--- src/rtl/mmio_uart_tx.sv ---
// Memory-mapped UART transmitter: TXDATA at BASE_ADDR feeds a byte FIFO, STATUS at BASE_ADDR+4.
// Define MMIO_UART_PARITY_EN to append an even-parity bit (11-bit frame).
module mmio_uart_tx #(
    parameter logic [31:0] BASE_ADDR    = 32'hFFFF_0000,
    parameter int          CLKS_PER_BIT = 16,
    parameter int          FIFO_DEPTH   = 8
) (
    input  logic        clk,
    input  logic        reset,
    input  logic        MemWrite,
    input  logic [31:0] ALUResult,
    input  logic [31:0] WriteData,
    output logic [31:0] ReadData,
    output logic        tx
);
    localparam logic [31:0] STAT_ADDR = BASE_ADDR + 32'd4;
    localparam int PW = $clog2(FIFO_DEPTH);
    localparam int CW = $clog2(FIFO_DEPTH + 1);
    localparam int BW = (CLKS_PER_BIT > 2) ? $clog2(CLKS_PER_BIT) : 1;

`ifdef MMIO_UART_PARITY_EN
    typedef enum logic [2:0] {S_IDLE, S_START, S_DATA, S_PARITY, S_STOP} state_t;
`else
    typedef enum logic [1:0] {S_IDLE, S_START, S_DATA, S_STOP} state_t;
`endif

    state_t          r_state, w_next;
    logic [7:0]      r_mem [FIFO_DEPTH];
    logic [PW-1:0]   r_wptr, r_rptr;
    logic [CW-1:0]   r_count;
    logic            r_ovf;
    logic [7:0]      r_shift;
    logic [BW-1:0]   r_baud;
    logic [2:0]      r_bitcnt;

    logic w_hit_tx, w_hit_st, w_full, w_empty, w_busy, w_pop, w_push, w_tick;
    logic w_unused;

    assign w_unused = &{1'b0, WriteData[31:8]};
    assign w_hit_tx = MemWrite && (ALUResult == BASE_ADDR);
    assign w_hit_st = MemWrite && (ALUResult == STAT_ADDR);
    assign w_full   = (r_count == CW'(FIFO_DEPTH));
    assign w_empty  = (r_count == '0);
    assign w_busy   = (r_state != S_IDLE);
    assign w_pop    = (r_state == S_IDLE) && !w_empty;
    // A pop in the same cycle frees the slot, so a full-FIFO push still lands.
    assign w_push   = w_hit_tx && (!w_full || w_pop);
    assign w_tick   = (r_baud == BW'(CLKS_PER_BIT - 1));

    always_comb begin
        ReadData = 32'b0;
        if (ALUResult == STAT_ADDR)
            ReadData = {16'b0, 8'(r_count), 4'b0, r_ovf, w_busy, w_empty, w_full};
    end

    // FIFO storage needs no reset; pointers and count define its contents.
    always_ff @(posedge clk) begin
        if (w_push)
            r_mem[r_wptr] <= WriteData[7:0];
    end

    always_ff @(posedge clk or posedge reset) begin
        if (reset) begin
            r_wptr  <= '0;
            r_rptr  <= '0;
            r_count <= '0;
            r_ovf   <= 1'b0;
            r_shift <= 8'h00;
        end else begin
            if (w_push) r_wptr <= r_wptr + 1'b1;
            if (w_pop) begin
                r_rptr  <= r_rptr + 1'b1;
                r_shift <= r_mem[r_rptr];
            end
            case ({w_push, w_pop})
                2'b10:   r_count <= r_count + 1'b1;
                2'b01:   r_count <= r_count - 1'b1;
                default: r_count <= r_count;
            endcase
            if (w_hit_tx && w_full && !w_pop)
                r_ovf <= 1'b1;
            else if (w_hit_st && WriteData[3])
                r_ovf <= 1'b0;
        end
    end

    always_ff @(posedge clk or posedge reset) begin
        if (reset) begin
            r_baud   <= '0;
            r_bitcnt <= 3'd0;
        end else begin
            if (r_state == S_IDLE || w_tick) r_baud <= '0;
            else                              r_baud <= r_baud + 1'b1;
            if (r_state != S_DATA)            r_bitcnt <= 3'd0;
            else if (w_tick)                  r_bitcnt <= r_bitcnt + 3'd1;
        end
    end

    always_ff @(posedge clk or posedge reset) begin
        if (reset) r_state <= S_IDLE;
        else       r_state <= w_next;
    end

    always_comb begin
        w_next = r_state;
        unique case (r_state)
            S_IDLE:   if (w_pop)  w_next = S_START;
            S_START:  if (w_tick) w_next = S_DATA;
`ifdef MMIO_UART_PARITY_EN
            S_DATA:   if (w_tick && r_bitcnt == 3'd7) w_next = S_PARITY;
            S_PARITY: if (w_tick) w_next = S_STOP;
`else
            S_DATA:   if (w_tick && r_bitcnt == 3'd7) w_next = S_STOP;
`endif
            S_STOP:   if (w_tick) w_next = S_IDLE;
            default:  w_next = S_IDLE;
        endcase
    end

    always_comb begin
        tx = 1'b1;
        unique case (r_state)
            S_START:  tx = 1'b0;
            S_DATA:   tx = r_shift[r_bitcnt];
`ifdef MMIO_UART_PARITY_EN
            S_PARITY: tx = ^r_shift;
`endif
            default:  tx = 1'b1;
        endcase
    end
endmodule

--- config.mk ---
export PLATFORM = sky130hd
export DESIGN_NAME = mmio_uart_tx
export DESIGN_NICKNAME = d
export VERILOG_FILES = /design/src/rtl/mmio_uart_tx.sv
export SDC_FILE = /design/constraint.sdc
export NUM_CORES = 1
export LEC_CHECK = 0
export ABC_AREA = 1
export CORE_MARGIN = 2
export CORE_UTILIZATION = 51
export CTS_CLUSTER_SIZE = 14
export DETAILED_ROUTE_END_ITERATION = 10
export GPL_TIMING_DRIVEN = 0
export PLACE_DENSITY = 0.8
export SLEW_MARGIN = 10
export SYNTH_ARGS = -nofsm -noshare
export SYNTH_HDL_FRONTEND = slang
export SYNTH_SLANG_ARGS = --single-unit
--- constraint.sdc ---
create_clock -name clk -period 3 [get_ports clk]
set_input_delay 0.6 -clock clk [delete_from_list [all_inputs] [get_ports clk]]
set_output_delay 0.6 -clock clk [all_outputs]
set_load 0.05 [all_outputs]
Word level (Yosys, flattened, before mapping)
Memories as Yosys holds them, arrays and structs flattened. A register that Yosys moved wholly into a read port is not among the register bits. Cells that the tools add are included.

Order comparisons: 1. Eq/ne operators: 15. Reductions and logical operators: 20. Multiplexer cells: 17. Add/subtract/negate cells: 6.

Operator list (count): $eq 32x32->1 const B (2); $mux 12 (1); $ne 2x2->1 const B (5); $add 3x1->3 const B (3); $add 4x1->4 const B (2); $eq 4x4->1 const B (2); $logic_and 1x1->1 (8); $mux 2 (4); $pmux 2 s4 (1); $pmux 4 s2 (1); $reduce_bool 2->1 (4); $eq 2x2->1 const B (3); $mux 3 (2); $mux 1 (5); $eq 2x1->1 const B (2); $logic_not 4->1 (1); $lt 3x4->1 const B (1); $mux 4 (1); $reduce_and 4->1 (1); $sub 4x1->4 const B (1); $bmux 1 s3 (1); $eq 3x3->1 const B (1); $logic_not 1->1 (3); $logic_not 2->1 (1); other kinds (2) (3).

Output and inout bits: 33. Memory bits (writable): 64. Register bits: 20. Input port bits: 67. Memories: 1. Logic and storage cells: 67.

Memory list: r_mem (words 8, bits a word 8, rd ports 1, clocked after Yosys merged registers in 1, wr ports 1, RTL line 28) `logic [7:0] r_mem [FIFO_DEPTH];`.

Longest topological paths before layout
Depth in word-level cells: 7. Depth in mapped cells: 16. Mapped depth without buffers: 16.

Least setup slack after synthesis
Ideal clock, no wire load.

Path kind: input-to-output. From: input port ALUResult[11]. To: output port ReadData[10]. Setup slack: 0.559 ns. Data required time: 2.400 ns. Arrival time: 1.841 ns. Stages: 7. Path buffers: 0. Cell sequence: nor2_1 > nand2_1 > inv_1 > nand2_1 > nor2_1 > nand2_2 > nor2_1.

Cells in the longest elaborated chain, start to end: 2.

Ends and longest elaborated chain: start, declared (RTL line 11) `input logic [31:0] ALUResult,`; $eq 32x32->1 (RTL line 52) `if (ALUResult == STAT_ADDR)`; $mux 12 (RTL line 52); end, declared (RTL line 13) `output logic [31:0] ReadData,`.

No other way between the ends.

Final worst setup path
From: register r_state[0]. To: output port tx.

Cells in the longest elaborated chain, start to end: 2. Elaborated cells between the ends (all ways): 3. Those cells by class: eq/ne (2); mux (1).

Ends and longest elaborated chain: start, declared (RTL line 27) `state_t r_state, w_next;`; start signal, assigned (RTL line 101) `else r_state <= w_next;`; $eq 2x2->1 or $eq 2x1->1 (tied branches) (RTL line 122) `unique case (r_state)`; $pmux 1 s2 (*) (RTL line 122); end, declared (RTL line 14) `output logic tx`.

Mark *: on every way between the ends. The rest lies on a longest branch, timed or not.

==> metrics.md <==
| Metric | Value |
|---|---|
| Run status | `finished, final reports clean` |
| Starting Density | `52.57%` |
| Rel. slew slack | `29.70%` |
| Synth top area share | `41.92%` |
| RePlAce Congestion | `0.8655` |
| Die Area | `9763 µm²` |
| Area Growth Syn to Fin | `19.90%` |
| Reg2Reg Depth | `13` |
| Clk buf depth | `2` |
| Post-DP HPWL | `6604 µm` |
| Clk root buf | `clkbuf_8` |
| Initial antenna violation count | `0` |
| Final routed DRC violation total | `0` |
| Post-CTS Hold Buffers | `0` |
| Post-Syn Instances | `472` |
| Die X | `98.81 µm` |
| Startpoint types | `flop` |
| Gr ovfl total | `0` |
| Post-Syn Area | `4584 µm²` |
| Post-route setup slack | `0.1200 ns` |
| Worst-Margin Slew | `1.053 ns` |
| Post-synth EDFFs | `64` |
| Crit. End Element | `output port` |
| FP Rows | `34` |
| Post-Syn Area per Cell | `9.713 µm²` |
| Count leader, synth | `nor2_1` |
| Post-synth top cells | `nor2_1 (97), nand2_1 (84), edfxtp_1 (64)` |
| Total Power | `0.002416 W` |
| Fin Setup TNS | `0 ns` |
| Clock Latency Late Sink | `0.36 ns` |
| Clock-pin slew on the worst setup and hold paths | `0.10 ns` |
| Total Routing Usage GR | `19.57%` |
| CTS Buf Count | `9` |
| Top cells by area, synth | `edfxtp_1 (42%), dfrtp_1 (15%), nor2_1 (7.9%), nand2_1 (6.9%), buf_4 (4.6%)` |
| Power Dens Cells | `439.6 nW/µm²` |
| Seq/Total Area, Yosys | `57.21%` |
| Pins Over Slew Limit | `0` |
| Ports | `100` |
| Hold Vio Cnt, Final | `0` |
| Max-cap violations | `0` |
| Final Critical Period | `2.880 ns` |
| Synth Warn # | `0` |
| Final nets | `636` |
| Drt first-iter violations | `239` |
| Setup WS pre-CTS | `-0.3378 ns` |
| Wire length per cell | `13.87 µm` |
| Via count | `3450` |
| Max FO, Critical Path | `8` |
| DR pass1 iterations | `4` |
| Worst Path Arrival | `2.28 ns` |
| Synth Register Bits | `92` |
| Share of cells above drive strength 1 | `14.06%` |
| Worst Hold Class | `reg -> reg` |
| First-pass GRT wire length | `15020 µm` |
| Max Freq | `0.3472 GHz` |
| Die Y | `98.81 µm` |
| Crit share post-route | `96.00%` |
| Antenna Nets Post-Route | `0` |
| Avg Vias per Cell | `5.149` |
| Static Leakage | `2.271 nW` |
| Largest net degree at the start of global routing | `29` |
| Distinct cells, synth | `31` |
| Clk_skew | `0.01703 ns` |
| CTS tree | `yes` |
| Vias in the first global route | `3287` |
| WL final | `9291 µm` |
| Cells on Worst Hold Path | `1` |
| RSZ-0062 raised after global routing | `false` |
| Predominant post-synthesis flop cell | `edfxtp_1` |
| Peak supply drop | `0.4822 mV` |
| Core area | `8721 µm²` |
| FFs w/ async S/R, synth | `30.43%` |
| CP required | `2.40 ns` |
| Antenna cells | `0` |
| Area leader, netlist | `edfxtp_1` |
| H-tree depth | `3` |
| # setup viols final | `0` |
| Critical path class | `reg -> out` |
| IO buf count | `51` |
| Clock sinks | `92` |
## state kept, by name (all words and copies together) (netlist names)
register / flops
r_baud: 4
r_count: 4
r_wptr: 3
r_rptr: 3
r_state: 2
r_shift: 8
r_mem: 64
r_ovf: 1
r_bitcnt: 3
## critical path, cell delays in order (launching register included)
cell and delay [ns]:
dfrtp_1 0.41, inv_1 0.08, ha_1 0.29, or2_0 0.27, nand2_1 0.08, clkdlybuf4s50_1 0.80
## final cells by class
| class | instances | area (µm²) |
|---|---|---|
| Buffer | 36 | 275.3 |
| Timing Repair Buffer | 51 | 475.5 |
| Clock buffer | 9 | 123.9 |
| Multi-Input combinational cell | 329 | 1630 |
| Clock inverter | 7 | 91.34 |
| Sequential cell | 92 | 2623 |
| Tap cell | 108 | 135.1 |
| Fill cell | 706 | 3224 |
| Inverter | 38 | 142.6 |
## final timing paths
| kind | start | endpoint | slack [ns] |
|---|---|---|---|
| max in group asynchronous | reset | r_wptr[2]$_DFFE_PP0P_ | 1.57 |
| setup / recovery | r_state[0]$_DFFE_PP0P_ | tx | 0.12 |
| hold reg to reg | r_baud[0]$_DFF_PP0_ | r_baud[0]$_DFF_PP0_ | 0.47 |
| min in group asynchronous | reset | r_count[0]$_DFFE_PP0P_ | 0.79 |
| hold / removal | r_baud[0]$_DFF_PP0_ | r_baud[0]$_DFF_PP0_ | 0.47 |
| setup reg to reg | r_state[0]$_DFFE_PP0P_ | r_count[2]$_DFFE_PP0P_ | 0.56 |
## layout by cell type (no fill, tap or decap), types with 2 or more instances in the layout
| master | netlist | final |
|---|---|---|
| dfrtp_1 | 28 | 28 |
| nor2_1 | 97 | 97 |
| conb_1 | 1 | 24 |
| buf_2 | 4 | 5 |
| nor2_4 | 2 | 2 |
| nand3_2 | 2 | 2 |
| nand4_1 | 5 | 5 |
| inv_2 | 2 | 2 |
| o21ai_0 | 29 | 29 |
| buf_4 | 28 | 28 |
| clkdlybuf4s50_1 | 0 | 43 |
| xor2_1 | 4 | 4 |
| edfxtp_1 | 64 | 64 |
| inv_6 | 0 | 3 |
| o21ai_1 | 16 | 16 |
| nand3_1 | 17 | 17 |
| inv_1 | 35 | 35 |
| clkbuf_8 | 0 | 9 |
| o211ai_1 | 19 | 19 |
| nor3_2 | 2 | 2 |
| ha_1 | 12 | 12 |
| clkbuf_2 | 0 | 6 |
| a21oi_1 | 2 | 2 |
| nand2_1 | 84 | 84 |
| nor2_2 | 6 | 6 |
| buf_6 | 4 | 4 |
## where the power goes
part	leakage [nW]	total [W]	internal [W]	switching, W
combinational	1.24	0.000184	0.0000763	0.000108
sequential	0.927	0.00136	0.00136	0.00000000000111
clock	0.106	0.000874	0.000407	0.000467
## layer usage
metal	vias up	global-route usage (%)	part of all wire [%]
met5	-	0	0
met4	0	8.641	2.9
met3	25	4.610	7.6
met2	138	32.80	50
met1	1592	24.23	40
li1	1695	-	-
## kinds of logic (layout without fill, tap and decap cells)
logic type | after synthesis | in the layout | share of synthesized area (%)
and+or+nand+nor | 221 | 221 | 20.85
AOI/OAI and AO/OA | 67 | 67 | 8.515
other | 1 | 24 | 0.08180
buffers and inverters | 74 | 141 | 9.116
adders and majority gates | 12 | 12 | 3.275
xor gates and xnor gates | 5 | 5 | 0.9552
DFF | 92 | 92 | 57.21
## metrics by stage
| stage | cells | area (µm²) | utilization, % | hold slack (ns) |
|---|---|---|---|---|
| 6_report | 670 | 5497 | 63.03 | 0.4686 |
| 5_1_grt | 670 | 5497 | 63.03 | 0.4924 |
| 4_1_cts | 670 | 5532 | 63.43 | 0.4715 |
| 2_1_floorplan | 495 | 4671 | - | 0.4314 |
| 3_5_place_dp | 654 | 5316 | 60.96 | 0.4575 |
| 3_3_place_gp | 654 | 5316 | 60.96 | 0.4485 |
## what timing repair did
item | 4_1_cts | 5_1_grt
resized for setup | 16 | 11
setup buffers | 0 | 0
pin swaps | 0 | 0
setup endpoints to repair | 8 | 8
Power figures use the tool's default switching activity.
